[src/rtl/vram_pkg.sv]
// Shared types and defaults for the VRAM burst controller.
package vram_pkg;

  localparam int unsigned DataWDefault = 16;
  localparam int unsigned AddrWDefault = 16;

  typedef logic [DataWDefault-1:0] vram_word_t;

  typedef enum logic [2:0] {
    StIdle,
    StWrReq,
    StWrWait,
    StRdReq,
    StRdWait
  } vram_state_e;

endpackage

[src/rtl/vram_shadow_regs.sv]
// DEPTH x DATA_W register file: async clear, one write port, combinational read.
module vram_shadow_regs #(
  parameter int unsigned DATA_W = 16,
  parameter int unsigned DEPTH  = 4,
  parameter int unsigned IDX_W  = 2
) (
  input  logic              clk_i,
  input  logic              rst_ni,
  input  logic              we_i,
  input  logic [IDX_W-1:0]  waddr_i,
  input  logic [DATA_W-1:0] wdata_i,
  input  logic [IDX_W-1:0]  raddr_i,
  output logic [DATA_W-1:0] rdata_o
);

  logic [DATA_W-1:0] mem_q [DEPTH];
  logic [DATA_W-1:0] mem_d [DEPTH];

  // Next-state of the array: only the addressed word changes on a write.
  always_comb begin
    mem_d = mem_q;
    if (we_i && (32'(waddr_i) < DEPTH)) begin
      mem_d[waddr_i] = wdata_i;
    end
  end

  // Storage with asynchronous clear.
  always_ff @(posedge clk_i or negedge rst_ni) begin
    if (!rst_ni) begin
      for (int i = 0; i < DEPTH; i++) begin
        mem_q[i] <= '0;
      end
    end else begin
      mem_q <= mem_d;
    end
  end

  // Out-of-range indices (non power-of-two DEPTH) read as zero.
  assign rdata_o = (32'(raddr_i) < DEPTH) ? mem_q[raddr_i] : '0;

endmodule

[src/rtl/vram_burst_ctrl.sv]
// Burst controller between game logic and the SDRAM FIFO bridge.
// vs rising edge streams DEPTH source words to the write FIFO; frame_start reads
// DEPTH words back into a shadow register file for the colour mapper.
// Optional feature macro: VRAM_READBACK_CHECK_EN keeps a golden copy of written
// words and flags a sticky mismatch on readback.
module vram_burst_ctrl
  import vram_pkg::*;
#(
  parameter int unsigned       DATA_W  = DataWDefault,
  parameter int unsigned       ADDR_W  = AddrWDefault,
  parameter int unsigned       DEPTH   = 4,
  parameter logic [ADDR_W-1:0] WR_BASE = '0,
  parameter logic [ADDR_W-1:0] RD_BASE = '0,
  localparam int unsigned      IDX_W   = (DEPTH > 1) ? $clog2(DEPTH) : 1
) (
  input  logic              clk,
  input  logic              reset_n,
  input  logic              vs,
  input  logic              frame_start,
  output logic [IDX_W-1:0]  src_idx,
  input  logic [DATA_W-1:0] src_data,
  output logic              write,
  output logic [ADDR_W-1:0] writeaddr,
  output logic [DATA_W-1:0] writedata,
  input  logic              wr_full,
  output logic              read,
  output logic [ADDR_W-1:0] readaddr,
  input  logic [DATA_W-1:0] readdata,
  input  logic              rd_empty,
  input  logic [IDX_W-1:0]  shadow_idx,
  output logic [DATA_W-1:0] shadow_data,
  output logic              busy,
  output logic              frame_done,
  output logic              mismatch
);

  localparam logic [IDX_W-1:0] LastIdx = IDX_W'(DEPTH - 1);

  vram_state_e       state_q, state_d;
  logic [IDX_W-1:0]  idx_q, idx_d;
  logic              vs_q;
  logic              rd_pend_q, rd_pend_d;
  logic              write_q, write_d;
  logic [ADDR_W-1:0] writeaddr_q, writeaddr_d;
  logic [DATA_W-1:0] writedata_q, writedata_d;
  logic              read_q, read_d;
  logic [ADDR_W-1:0] readaddr_q, readaddr_d;
  logic              frame_done_q, frame_done_d;
  logic              mismatch_q, mismatch_d;
  logic              shadow_we;
  logic              vs_rise;

  assign vs_rise = vs & ~vs_q;

  // Next-state, request strobes and shadow write enable.
  always_comb begin
    state_d      = state_q;
    idx_d        = idx_q;
    rd_pend_d    = rd_pend_q;
    write_d      = 1'b0;
    writeaddr_d  = writeaddr_q;
    writedata_d  = writedata_q;
    read_d       = 1'b0;
    readaddr_d   = readaddr_q;
    frame_done_d = 1'b0;
    shadow_we    = 1'b0;
    case (state_q)
      StIdle: begin
        if (vs_rise) begin
          state_d = StWrReq;
          idx_d   = '0;
          // Write wins a tie; remember the read for after the burst.
          if (frame_start) rd_pend_d = 1'b1;
        end else if (rd_pend_q || frame_start) begin
          state_d = StRdReq;
          idx_d   = '0;
        end
      end
      StWrReq: begin
        write_d     = 1'b1;
        writeaddr_d = WR_BASE + ADDR_W'(idx_q);
        writedata_d = src_data;
        if (frame_start) rd_pend_d = 1'b1;
        state_d = StWrWait;
      end
      StWrWait: begin
        if (frame_start) rd_pend_d = 1'b1;
        if (!wr_full) begin
          if (idx_q == LastIdx) begin
            idx_d   = '0;
            state_d = (rd_pend_q || frame_start) ? StRdReq : StIdle;
          end else begin
            idx_d   = idx_q + IDX_W'(1);
            state_d = StWrReq;
          end
        end
      end
      StRdReq: begin
        read_d     = 1'b1;
        readaddr_d = RD_BASE + ADDR_W'(idx_q);
        state_d    = StRdWait;
      end
      StRdWait: begin
        if (!rd_empty) begin
          shadow_we = 1'b1;
          if (idx_q == LastIdx) begin
            frame_done_d = 1'b1;
            rd_pend_d    = 1'b0;
            idx_d        = '0;
            state_d      = StIdle;
          end else begin
            idx_d   = idx_q + IDX_W'(1);
            state_d = StRdReq;
          end
        end
      end
      default: state_d = StIdle;
    endcase
  end

`ifdef VRAM_READBACK_CHECK_EN
  logic              golden_we;
  logic [DATA_W-1:0] golden_rdata;

  assign golden_we = (state_q == StWrReq);

  vram_shadow_regs #(
    .DATA_W (DATA_W),
    .DEPTH  (DEPTH),
    .IDX_W  (IDX_W)
  ) u_golden (
    .clk_i   (clk),
    .rst_ni  (reset_n),
    .we_i    (golden_we),
    .waddr_i (idx_q),
    .wdata_i (src_data),
    .raddr_i (idx_q),
    .rdata_o (golden_rdata)
  );

  // Sticky compare of each captured word against what was written at that index.
  always_comb begin
    mismatch_d = mismatch_q;
    if ((state_q == StRdWait) && !rd_empty && (WR_BASE == RD_BASE) &&
        (readdata != golden_rdata)) begin
      mismatch_d = 1'b1;
    end
  end
`else
  // Readback check absent: mismatch never asserts.
  always_comb begin
    mismatch_d = 1'b0;
  end
`endif

  // State and registered outputs; reset aborts any burst immediately.
  always_ff @(posedge clk or negedge reset_n) begin
    if (!reset_n) begin
      state_q      <= StIdle;
      idx_q        <= '0;
      vs_q         <= 1'b0;
      rd_pend_q    <= 1'b0;
      write_q      <= 1'b0;
      writeaddr_q  <= '0;
      writedata_q  <= '0;
      read_q       <= 1'b0;
      readaddr_q   <= '0;
      frame_done_q <= 1'b0;
      mismatch_q   <= 1'b0;
    end else begin
      state_q      <= state_d;
      idx_q        <= idx_d;
      vs_q         <= vs;
      rd_pend_q    <= rd_pend_d;
      write_q      <= write_d;
      writeaddr_q  <= writeaddr_d;
      writedata_q  <= writedata_d;
      read_q       <= read_d;
      readaddr_q   <= readaddr_d;
      frame_done_q <= frame_done_d;
      mismatch_q   <= mismatch_d;
    end
  end

  vram_shadow_regs #(
    .DATA_W (DATA_W),
    .DEPTH  (DEPTH),
    .IDX_W  (IDX_W)
  ) u_shadow (
    .clk_i   (clk),
    .rst_ni  (reset_n),
    .we_i    (shadow_we),
    .waddr_i (idx_q),
    .wdata_i (readdata),
    .raddr_i (shadow_idx),
    .rdata_o (shadow_data)
  );

  assign src_idx    = idx_q;
  assign write      = write_q;
  assign writeaddr  = writeaddr_q;
  assign writedata  = writedata_q;
  assign read       = read_q;
  assign readaddr   = readaddr_q;
  assign busy       = (state_q != StIdle);
  assign frame_done = frame_done_q;
  assign mismatch   = mismatch_q;

endmodule
[config.mk]
export PLATFORM = sky130hd
export DESIGN_NAME = vram_burst_ctrl
export DESIGN_NICKNAME = d
export VERILOG_FILES = /design/src/rtl/vram_pkg.sv /design/src/rtl/vram_shadow_regs.sv /design/src/rtl/vram_burst_ctrl.sv
export SDC_FILE = /design/constraint.sdc
export NUM_CORES = 1
export LEC_CHECK = 0
export BUFFER_PORTS_ARGS = -buffer_cell sky130_fd_sc_hd__buf_4
export CORE_MARGIN = 2
export CORE_UTILIZATION = 45
export DETAILED_ROUTE_END_ITERATION = 10
export PLACE_DENSITY = 0.77
export SLEW_MARGIN = 15
export SYNTH_ARGS = -nofsm -noshare
export SYNTH_HDL_FRONTEND = slang
export SYNTH_HIERARCHICAL = 1
export SYNTH_SLANG_ARGS = --single-unit
export TNS_END_PERCENT = 5
[constraint.sdc]
create_clock -name clk -period 7.2 [get_ports clk]
set_clock_uncertainty 0.2 [all_clocks]
set_input_delay 1.44 -clock clk [delete_from_list [all_inputs] [get_ports clk]]
set_output_delay 1.44 -clock clk [all_outputs]
set_load 0.02 [all_outputs]
### After elaboration in Yosys (flattened, before gate mapping)

Cells that the tools add are included.

* $add $sub $neg: 1
* order comparisons: 3
* eq/ne operators: 10
* multiplexer cells: 32
* bitwise logic cells: 4
* reductions and logical operators: 10

Operator list (number)
* bitwise mux 64 bit: 1
* two-way mux 16 bit: 3
* binary-select mux 16 bit (select 2 bit): 1
* demux 16 bit (select 2 bit): 1
* two-way mux 2 bit: 8
* case mux 3 bit (5 select lines): 1
* two-way mux 3 bit: 4
* two-way mux 1 bit: 11
* nonzero test 3 bit: 3
* inequality test 2 bit (second input constant): 4
* AND reduction 4 bit: 2
* == test 3 x 2 -> 1 bit (second input constant): 2
* >= comparator 3 bit (second input constant): 2
* inverter 2 -> 3 bit: 2
* case mux 2 bit (3 select lines): 1
* == test 3 x 1 -> 1 bit (second input constant): 1
* == test 3 bit (second input constant): 1
* logical NOT 3 bit: 1
* less-than comparator 3 x 1 -> 1 bit (second input constant): 1
* inequality test 3 bit (second input constant): 1
* case mux 1 bit (3 select lines): 1
* AND reduction 3 bit: 1
* adder 2 x 1 -> 2 bit (second input constant): 1
* == test 2 bit (second input constant): 1
* 5 further kinds: 5

* bits in registers: 94
* bits of input ports: 40
* output and inout bits: 71
* logic and storage cells: 74

### Logic depth before layout (Yosys ltp)

Gate-level depths: netlist (run 1).

* word-level depth: 6
* gate-level depth with buffers: 6
* mapped depth without buffers: 5

### Modules after synthesis

Netlist (run 1), hierarchy kept.

Modules (own cells, without submodules)
* vram_shadow_regs: times used 1, cells an instance 156, area each 2792.7 um2, sequential area each 1601.5 um2
* vram_burst_ctrl: times used 1, cells an instance 137, area each 1602.8 um2, sequential area each 750.7 um2

### Worst setup path before layout (run 1)

Ideal clock, no wire load.

* kind: input-to-output
* start point: input shadow_idx[0]
* end point: output shadow_data[10]
* arrival: 2472 ps
* slack: 3088 ps
* stages on the path: 3
* path through: buf_2 > buf_4 > mux4_2

* word-level cells in the longest chain between the ends: 4

RTL lines
* from (decl): line vram_burst_ctrl.sv:30 `input logic [IDX_W-1:0] shadow_idx,`
* inverter 2 -> 3 bit (implied by the code): line vram_shadow_regs.sv:39 `assign rdata_o = (32'(raddr_i) < DEPTH) ? mem_q[raddr_i] : '0;`
* binary-select mux 16 bit (select 2 bit): line vram_shadow_regs.sv:39
* two-way mux 16 bit (implied by the code) (2 in series): line vram_shadow_regs.sv:39
* to (decl): line vram_burst_ctrl.sv:31 `output logic [DATA_W-1:0] shadow_data,`

Every way passes these cells. The select of a mux whose other input is x is not followed.

### Worst setup path in the final report (run 1)

* start point: input shadow_idx[0]
* end point: output shadow_data[4]

Same word-level chain as after synthesis.

==> flow_summary.toml, run 1 <==
[status]
status = "complete, no violations"

[clock_network]
ctsLongestPathBuffers = 2
path_clk_slew_ps = 80
hold_buffers = 0
cts_tree = "yes"
cts_root_buffer = "clkbuf_8"
cts-htree-levels = 3
cts.sinks = 94
clkLatencyLatePin_ps = 370
cts_setup_buffers = 0
cts_buffers = 9
cts-resized-gates = 0

[timing]
max_slew.worst_pin.slew_ps = 1070
max_freq_ghz = 0.242
rsz0062_at_grt = "false"
finalCriticalPeriod_ps = 4130
fin_setup_tns_ps = 0
maxSlewHeadroom_pct = 28.7
finalSetupViolations = 0
hold_slack_ps = 311
hold_viol = 0
period_share_pct = 57.4
maxSlewViolCount = 0

[worst_setup_path]
endpoint_kind = "primary output"
cp-start-kind = "primary input"
cp_cell_sequence = "buf_4, mux4_2, buf_4"
crit_arrival_ps = 2490
worstPathMaxFanout = 16
crit_type = "primary input to primary output"
timing.critical_path.mode_cell = "buf_4"
max_stage_delay_ps = 560
cp.required_ps = 5560
cp_slowest_cell = "mux4_2"

[drt]
vias = 2600
wl_per_cell_um = 16.2
antenna_left = 0
via_per_inst = 5.10
routed_wl_um = 8270
drtIter0Drc = 33
dr.pass1.iters = 5
drc = 0

[place]
hpwl_um = 5700
io_buffers = 81
gp_congestion = 0.727

[grt]
top_usage_layer = "met2"
grtUsageMet2_pct = 25.5
grt.overflow.total = 0
use_met1_pct = 22.2
antenna_found_initial = 0
grt_pass1_vias = 2555
grt_pass1_wl_um = 13100
track_usage_pct = 16.5
grt_max_degree = 60
met3_usage_pct = 4.07

[floorplan]
initial_utilization_pct = 45.6
rows = 36
die_area_sq_um = 10600
die_w_um = 103
core_sq_um = 9640
io_pins = 111
die_y_um = 103

[synthesis]
synth_top_area_cell = "dfrtp_1"
synth_top_cell_area_share_pct = 53.5
ys_top_cells_by_area = "dfrtp_1 (54%), mux2_2 (19%), mux4_2 (8.2%)"
yosysSeqAreaShare_pct = 53.5
synth_area_per_cell_sq_um = 15.0
synth_area_sq_um = 4400
yosysWarnings = 6
synth_cells = 293
yosys_register_bits = 94
ys_types = 40

[cells_and_area]
antenna_cells = 0
num-nets-final = 414
drive_gt1_share_pct = 54.4
area_growth_pct = 17.1

[pwr]
vdd.ir_drop.worst_mv = 0.170
power_density_nw_per_um2 = 391
static-leakage-power_uw = 0.00253

[worst_hold_path]
hp-class = "register to register"

[job]
drv_cap = 0
## cells in the mapped netlist
cell type   n
inv_1       3
nor3b_1     1
nand3b_1    1
nor4_1      1
a21oi_1     1
o21ai_0     5
and3_1      2
mux2_2     75
a31o_2      1
clkbuf_2    1
o211a_1     1
nor3b_4     1
o21a_1      1
nand3b_2    2
dfrtp_1    94
mux2_4      9
nand2b_1    1
buf_2       5
nor3_2      1
nor3_4      1
nand3_2     1
mux4_2     16
nor2_1      5
and2_1      3
inv_4       1
a31oi_1     1
o32ai_1     2
conb_1      1
buf_4      31
nand3_1     2
buf_12      1
ha_1        2
clkbuf_1    1
o211ai_1    3
clkbuf_8    1
buf_6       2
nor3_1      2
nand4_1     2
a41oi_1     2
nand2_1     7
## through the flow
stage          power (uW)  setup WS (ps)  area, sq um  std cells  utilization, %
2_1_floorplan        1430           3090         4500        321               -
3_3_place_gp         1660           3100         4960        494            51.5
3_5_place_dp         1690           3040         4960        494            51.5
4_1_cts              2040           3040         5150        510            53.4
5_1_grt              2140           3000         5150        510            53.4
6_report             2020           3070         5150        510            53.4
## critical path: cells and delay by family
kind	cells	cell delay, ps
muxes	1	560
buffers and inverters	2	480
## cell type report
cell class                      instances  area (sq um)
Timing Repair Buffer                   82           616
Clock inverter                          6          61.3
Clock buffer                           10           128
Tap cell                              133           166
Multi-Input combinational cell        181          1810
Sequential cell                        94          2350
Inverter                                4          17.5
Fill cell                             849          4490
## layout by cell type (no fill, tap or decap), drive strengths merged, types with 2 or more instances in the layout
master	instances
nor2	5
o21ai	5
dfrtp	94
nand3	3
ha	2
mux4	16
o211ai	3
buf	82
inv	5
mux2	84
nand2	7
clkbuf	10
conb	29
a41oi	2
and2	3
nand4	2
and3	2
o32ai	2
nor3	4
nand3b	3
clkinv	3
nor3b	2
## metal layers
layer,wire [um],share of wire [%]
met5,0,0
met3,387,4.7
met4,172,2.1
met2,4040,49
met1,3670,44
## worst paths after layout
check | endpoint | start | cells after the start | slack [ps]
hold reg to reg | u_shadow/mem_q[11]$_DFFE_PN0P_ | u_shadow/mem_q[11]$_DFFE_PN0P_ | 1 | 310
hold / removal | u_shadow/mem_q[11]$_DFFE_PN0P_ | u_shadow/mem_q[11]$_DFFE_PN0P_ | 1 | 310
setup / recovery | shadow_data[4] | shadow_idx[0] | 3 | 3070
max in group asynchronous | u_shadow/mem_q[16]$_DFFE_PN0P_ | reset_n | 2 | 4920
min in group asynchronous | writedata[0]$_DFFE_PN0P_ | reset_n | 1 | 810
setup reg to reg | u_shadow/mem_q[62]$_DFFE_PN0P_ | state_q[1]$_DFFE_PN0P_ | 4 | 4350
## kinds of logic (layout without fill, tap and decap cells)
family | after synthesis | count (layout) | synth area share [%]
buf+inv | 46 | 102 | 7.74
other cells | 1 | 29 | 0.0853
simple gates | 33 | 33 | 4.87
fa+ha+maj | 2 | 2 | 0.569
mux | 100 | 100 | 30.5
compound gates | 17 | 17 | 2.73
flops | 94 | 94 | 53.5
## state kept, by name, indices dropped and copies added (netlist names)
| register | count |
|---|---|
| state_q | 3 |
| read | 1 |
| rd_pend_q | 1 |
| u_shadow/mem_q | 64 |
| writedata | 16 |
| readaddr | 2 |
| frame_done | 1 |
| write | 1 |
| src_idx | 2 |
| vs_q | 1 |
| writeaddr | 2 |
## power breakdown
| group | switching (uW) | leakage, uW | internal, uW | total, uW |
|---|---|---|---|---|
| combinational | 347 | 0.00121 | 434 | 781 |
| sequential | 152 | 0.00122 | 742 | 894 |
| clock | 181 | 0.0000964 | 160 | 341 |
(Power assumes the default switching activity.)
==> run 2, diff against run 1 <==
- PLACE_DENSITY: 0.77 -> 0.8
- clock period: 7.2 -> 3.35 ns (I/O delays scaled with it)
==> flow_summary.toml, run 2 (synthesis gave the netlist of run 1 again) <==
[worst_setup_path]
rr_worst_depth = 4
crit_arrival_ps = 1740
endpoint_kind = "primary output"
crit_type = "primary input to primary output"
worstPathMaxFanout = 16
cp.required_ps = 2480
cp-start-kind = "primary input"

[place]
placed_cells_incl_taps = 497
io_buffers = 81
hpwl_um = 5490
gp_congestion = 0.802

[drt]
routed_wl_um = 8120
dr.pass1.iters = 4
via_per_inst = 4.99
antenna_left = 0
vias = 2560
wl_per_cell_um = 15.8
drc = 0
drtIter0Drc = 78

[job]
drv_cap = 0

[clock_network]
cts-resized-gates = 0
ctsLongestPathBuffers = 2
cts_tree = "yes"
cts_buffers = 9
cts.sinks = 94
cts_setup_buffers = 0
hold_buffers = 0
clkLatencyLatePin_ps = 360
cts_root_buffer = "clkbuf_8"
path_clk_slew_ps = 90
cts-htree-levels = 3

[timing]
finalCriticalPeriod_ps = 2610
fin_setup_tns_ps = 0
finalSetupViolations = 0
rsz0062_at_grt = "false"
max_freq_ghz = 0.384
max_slew.worst_pin.slew_ps = 552
maxSlewViolCount = 0
maxSlewHeadroom_pct = 63.0
period_share_pct = 77.8
hold_viol = 0

[pwr]
clock_power_share_pct = 20.0
p_sw_share_pct = 32.1
p_switching_uw = 1440
vdd.ir_drop.worst_mv = 0.297
static-leakage-power_uw = 0.00257
seq_power_share_pct = 42.4
combPwrFrac_pct = 37.6
p_int_uw = 3050
power_density_nw_per_um2 = 857

[floorplan]
die_y_um = 103
io_pins = 111
die_w_um = 103
die_area_sq_um = 10600
core_sq_um = 9640
initial_utilization_pct = 45.6
rows = 36

[grt]
grt_max_degree = 95
grt.overflow.total = 0
track_usage_pct = 16.0
grt_pass1_vias = 2542
antenna_found_initial = 0
grt_pass1_wl_um = 12900

[cells_and_area]
num-nets-final = 417
final_common_cell = "dfrtp_1"
largest_reg_flops = 64
final_cell_mix = "dfrtp_1 (94), buf_4 (84), mux2_2 (75)"
antenna_cells = 0
largest-register = "u_shadow/mem_q"
area_growth_pct = 19.3
instances_no_fill = 513
drive_gt1_share_pct = 54.7

[status]
status = "complete, no violations"

[worst_hold_path]
hp-class = "primary input to asynchronous set/reset pin"
==> run 2: cell count changes in the layout (fill, tap and decap cells not counted), sizes merged <==
cell / delta
buf: +3
bufinv: +2
clkinv: -2
clkbuf: +1
inv: -1
==> run 2: routing by layer <==
layer	wire length (um)	track usage, %	vias to the layer above
met4	135	6.68	0
met3	361	2.78	11
li1	-	-	1170
met5	0	0	-
met1	3690	22.5	1304
met2	3940	24.7	75
==> run 2: final cells by class <==
cell class	count	area, sq um
sequential	94	2350
fill	840	4400
clock buffer	11	141
tap	133	166
clock inverter	5	106
timing repair buffer	85	651
multi-input combinational	181	1810
inverter	4	17.5
==> run 2: through the flow <==
stage	worst slack [ps]	hold WS, ps	cell area (sq um)	util (%)	power (uW)
floorplan	778	174	4500	-	3080
global placement	725	282	4990	51.8	3560
detailed placement	712	288	4990	51.8	3640
CTS	712	170	5240	54.4	4560
global route	675	186	5240	54.4	4760
finish	743	148	5240	54.4	4490
==> run 2: power groups by stage <==
stage	logic [uW]	registers (uW)	clock network [uW]
after floorplan	1100	1980	0
after global routing	1820	1970	972
after global placement	1660	1900	0
final	1690	1910	898
after CTS	1710	1910	934
after detailed placement	1710	1930	0
==> run 2: worst max-delay path, stage by stage <==
cell	delay [ps]
buf_4	300
mux4_2	570
buf_4	180
==> run 2: path summary, 6_finish.rpt <==
check	start	endpoint	slack, ps
max	shadow_idx[0]	shadow_data[11]	740
min	reset_n	writedata[6]$_DFFE_PN0P_	150
max reg2reg	state_q[1]$_DFFE_PN0P_	u_shadow/mem_q[26]$_DFFE_PN0P_	960
min reg2reg	u_shadow/mem_q[25]$_DFFE_PN0P_	u_shadow/mem_q[25]$_DFFE_PN0P_	300
max in group asynchronous	reset_n	state_q[1]$_DFFE_PN0P_	2410
min in group clk	vs	vs_q$_DFF_PN0_	230
